$ cat src/rtl/key_bcd_counter.sv
// key_bcd_counter: four-digit BCD event counter driven by key_control pulses.
// A key pulse selects stop / count up / count down / clear. While counting, a
// prescaler divides the clock so the counter steps once per TICK_MAX+1 clocks.
module key_bcd_counter #(
  parameter logic [25:0] TICK_MAX = 26'd49_999_999
) (
  input  logic        sys_clk,
  input  logic        sys_rst,
  input  logic        key_en,
  input  logic [3:0]  key_select,
  output logic [15:0] bcd_cnt,
  output logic [1:0]  run_state,
  output logic        tick,
  output logic        wrap
);

  typedef enum logic [1:0] {
    ST_STOP = 2'd0,
    ST_UP   = 2'd1,
    ST_DOWN = 2'd2,
    ST_CLR  = 2'd3
  } state_t;

  state_t      state_q, state_d;
  logic [25:0] presc_q, presc_d;
  logic [15:0] bcd_q, bcd_d;
  logic        tick_q, tick_d;
  logic        wrap_q, wrap_d;

  state_t      key_state;
  logic        unused_sel;

  // Only the low two selection bits carry meaning.
  assign key_state  = state_t'(key_select[1:0]);
  assign unused_sel = ^key_select[3:2];

  // Per-digit increment/decrement with a ripple carry/borrow chain; the
  // final carry/borrow out is exactly the wrap condition.
  logic [4:0]  carry_up;
  logic [4:0]  borrow_dn;
  logic [15:0] bcd_inc;
  logic [15:0] bcd_dec;

  assign carry_up[0]  = 1'b1;
  assign borrow_dn[0] = 1'b1;

  generate
    for (genvar gi = 0; gi < 4; gi++) begin : g_digit
      logic [3:0] digit;
      assign digit = bcd_q[gi*4 +: 4];
      assign bcd_inc[gi*4 +: 4] = !carry_up[gi] ? digit :
                                  (digit == 4'd9) ? 4'd0 : digit + 4'd1;
      assign carry_up[gi+1]     = carry_up[gi] && (digit == 4'd9);
      assign bcd_dec[gi*4 +: 4] = !borrow_dn[gi] ? digit :
                                  (digit == 4'd0) ? 4'd9 : digit - 4'd1;
      assign borrow_dn[gi+1]    = borrow_dn[gi] && (digit == 4'd0);
    end
  endgenerate

  // Next-state: a key pulse always wins (new state, prescaler restart);
  // otherwise count, hold, or leave the one-cycle clear state.
  always_comb begin
    state_d = state_q;
    presc_d = presc_q;
    bcd_d   = bcd_q;
    tick_d  = 1'b0;
    wrap_d  = 1'b0;
    if (key_en) begin
      state_d = key_state;
      presc_d = 26'd0;
      if (key_state == ST_CLR) begin
        bcd_d = 16'd0;
      end
    end else begin
      case (state_q)
        ST_UP, ST_DOWN: begin
          if (presc_q == TICK_MAX) begin
            presc_d = 26'd0;
            tick_d  = 1'b1;
            if (state_q == ST_UP) begin
              bcd_d  = bcd_inc;
              wrap_d = carry_up[4];
            end else begin
              bcd_d  = bcd_dec;
              wrap_d = borrow_dn[4];
            end
          end else begin
            presc_d = presc_q + 26'd1;
          end
        end
        ST_CLR: begin
          state_d = ST_STOP;
          presc_d = 26'd0;
        end
        default: begin
          // ST_STOP holds everything
        end
      endcase
    end
  end

  // State and output registers; reset overrides everything.
  always_ff @(posedge sys_clk) begin
    if (sys_rst) begin
      state_q <= ST_STOP;
      presc_q <= 26'd0;
      bcd_q   <= 16'd0;
      tick_q  <= 1'b0;
      wrap_q  <= 1'b0;
    end else begin
      state_q <= state_d;
      presc_q <= presc_d;
      bcd_q   <= bcd_d;
      tick_q  <= tick_d;
      wrap_q  <= wrap_d;
    end
  end

  assign bcd_cnt   = bcd_q;
  assign run_state = state_q;
  assign tick      = tick_q;
  assign wrap      = wrap_q;

endmodule
$ cat config.mk
export PLATFORM = sky130hd
export DESIGN_NAME = key_bcd_counter
export DESIGN_NICKNAME = d
export VERILOG_FILES = /design/src/rtl/key_bcd_counter.sv
export SDC_FILE = /design/constraint.sdc
export NUM_CORES = 1
export LEC_CHECK = 0
export CORE_ASPECT_RATIO = 0.7
export CORE_UTILIZATION = 55
export DETAILED_ROUTE_END_ITERATION = 8
export PLACE_DENSITY = 0.77
export SYNTH_ARGS = -nofsm -noshare
export SYNTH_HDL_FRONTEND = slang
export SYNTH_SLANG_ARGS = --single-unit
$ cat constraint.sdc
create_clock -name sys_clk -period 4.8 [get_ports sys_clk]
set_clock_uncertainty 0.2 [all_clocks]
set_input_delay 1.44 -clock sys_clk [delete_from_list [all_inputs] [get_ports sys_clk]]
set_output_delay 1.44 -clock sys_clk [all_outputs]
set_load 0.005 [all_outputs]
==> reports/metrics.csv <==
metric;value;unit
router iterations before antenna repair;4;
antenna violations before repair;0;
Area growth syn-to-layout;10.88;%
drt wl/cell;15.08;um
fmax;277.2;MHz
# clock sinks;46;
r2r worst-path depth;6;
Place WS;918.6;ps
Slew @ Worst Pin;1086;ps
Yosys reg bits;46;
mux cell area share after synthesis;2.119;%
Port Buffers;24;
Clk pwr share;37.5;%
crit share post-route;75.15;%
Max rail drop VDD;0.0001860;V
Post-synth ARST share;0;%
startpoint types;input pin;
critical path capture point type;flop;
P_leak;1.186;nW
# nets final;414;
Final Hold Vio Count;0;
synth warn;0;
worst hold path type;reg2reg;
WP data required;4800;ps
sequential element share of the synthesized area;29.99;%
largest family of logic cells by synthesized area;simple AND/OR/NAND/NOR gates;
first-pass GRT wire length;11950;um
Core Footprint;0.005313;mm^2
# setup viols final;0;
post-synth top area share;29.99;%
CTS Buffer Depth;2;
Max Cap Violations;0;
kind of critical path;in2reg;
Critical Path AT;3610;ps
Synth Instances;378;
vias in the first global route;2467;
Post-Syn Area per Cell;8.123;um^2
Post-Synth XOR/XNOR Area;7.702;%
post-DP HPWL;4865;um
setup TNS;0;ps
Vias;2758;
total CTS buffers;5;
CTS H-tree lvls;2;
Hold Path Depth;2;
CP max FO;14;
worst skew pair latency;310;ps
die area;0.005890;mm^2
row cnt;22;
post-synthesis adder-cell area fraction;8.150;%
RSZ-0062 raised after global routing;false;
number of vias per cell;5.996;
Clock Tree Root;clkbuf_8;
Post-synth EDFFs;0;
drt total wl;6936;um
Main synth FF type;dfxtp_1;
Final Util;64.08;%
Hold Buf Count CTS;0;
Antenna Nets Post-Route;0;
Total GRT Usage;25.47;%
DRC errors left;0;
TritonCTS clock tree;done;
syn nets;405;
GRT overflow;0;
n_diodes;0;
DRT iter0 DRCs;156;
Clock transition at path regs;90;ps
sequential power share;50.2;%
post-CTS setup buffer count;0;
Logic pwr share;12.3;%
top post-synthesis cells by count;dfxtp_1 (46), nor2_1 (42), nand2_1 (33);
most frequent cell after synthesis;dfxtp_1;
largest net degree at the start of global routing;27;
status;completed;
Starting Density;57.80;%
Sw Ratio;26.01;%
Simple-Gate Fraction of Synth Area;31.46;%
Slew Limit Fails;0;
fin crit period;3607;ps
Pint;0.5849;mW
largest cells by area after synthesis;dfxtp_1 (30%), ha_1 (8.1%), xnor2_1 (5.4%), nor2_1 (5.1%), nand2_1 (4.0%);
total power draw;0.7906;mW
power per cell area;232.2;mW/mm^2
quantity of gates resized following cts;0;
Net Sw Power;0.2056;mW
worst hold slack;326.8;ps
cell taking the most area after synthesis;dfxtp_1;
routability cong.;0.8752;
Synth cell types;63;
Slew HR;27.57;%
fin worst setup slack;1193;ps
Top Ports;27;
fraction of layout cells with a size suffix above 1;5.928;%
Synth Cell Area;0.003070;mm^2
die extent in x;91.31;um
die height;64.51;um
post-synthesis compound-gate area fraction;14.55;%
==> stage by stage <==
stage / cells / area [um^2]
floorplan: 378 / 3070
global placement: 452 / 3294
detailed placement: 452 / 3294
CTS: 460 / 3405
global route: 460 / 3405
finish: 460 / 3405
==> path summary, 6_finish.rpt <==
kind | from | to | slack (ps)
max | key_en | bcd_cnt[7] | 1190
min reg2reg | presc_q[12] | presc_q[12] | 330
min | presc_q[12] | presc_q[12] | 330
max reg2reg | run_state[0] | bcd_cnt[6] | 2090
==> critical path: stages <==
cell and delay, ps:
clkdlybuf4s50_1 620, nor4bb_1 380, and4bb_4 330, a21o_1 320, nand2_1 150, o41ai_1 360
==> cell families (layout without fill, tap and decap cells) <==
| logic type | count (synthesis) | count (layout) |
|---|---|---|
| AO/OA/AOI/OAI | 69 | 69 |
| XOR/XNOR | 27 | 27 |
| adder cells (fa/ha/maj) | 20 | 20 |
| buffers and inverters | 41 | 51 |
| flip-flops | 46 | 46 |
| multiplexers | 4 | 4 |
| AND/OR/NAND/NOR | 171 | 171 |
==> registers in the layout, summed over array words and instances, names as in the netlist <==
register and count:
presc_q 26, wrap 1, bcd_cnt 16, run_state 2
tick 1
==> area by class of cell <==
| class | instances | area (um^2) |
|---|---|---|
| tap | 72 | 90.09 |
| clock buffer | 6 | 72.57 |
| multi-input combinational | 291 | 1964 |
| timing repair buffer | 26 | 255.2 |
| inverter | 17 | 63.81 |
| fill | 486 | 1908 |
| clock inverter | 2 | 37.54 |
| sequential | 46 | 920.9 |
==> layer usage <==
metal / share of wire, % / wire length, um / vias to the layer above / GRT usage [%]
li1: - / - / 1367 / -
met3: 4.8 / 332 / 8 / 4.930
met4: 0.82 / 57 / 0 / 6.548
met5: 0 / 0 / - / 0
met1: 53 / 3701 / 1313 / 38.40
met2: 41 / 2844 / 70 / 36.84
==> power by group through the flow <==
| stage | registers (mW) | logic (mW) | clock network [mW] |
|---|---|---|---|
| after floorplan | 0.400 | 0.0722 | 0 |
| after global placement | 0.405 | 0.0930 | 0 |
| after detailed placement | 0.406 | 0.0940 | 0 |
| after CTS | 0.397 | 0.0961 | 0.298 |
| after global routing | 0.398 | 0.108 | 0.319 |
| final | 0.397 | 0.0973 | 0.296 |
==> cell usage in the layout, fill, tap and decap left out, types with 4 or more instances in the layout <==
master / instances
nand4_1: 13
nand3_1: 10
o21ai_0: 21
nand2_1: 33
and3_1: 5
xnor2_1: 19
nor3_1: 11
clkbuf_8: 5
o32ai_1: 4
dfxtp_1: 46
or3_1: 6
and4_1: 6
inv_1: 17
nor2b_1: 10
nor4_1: 6
xor2_1: 8
clkdlybuf4s50_1: 24
a21oi_1: 16
ha_1: 20
nor2_1: 42
(Power assumes the default switching activity.)
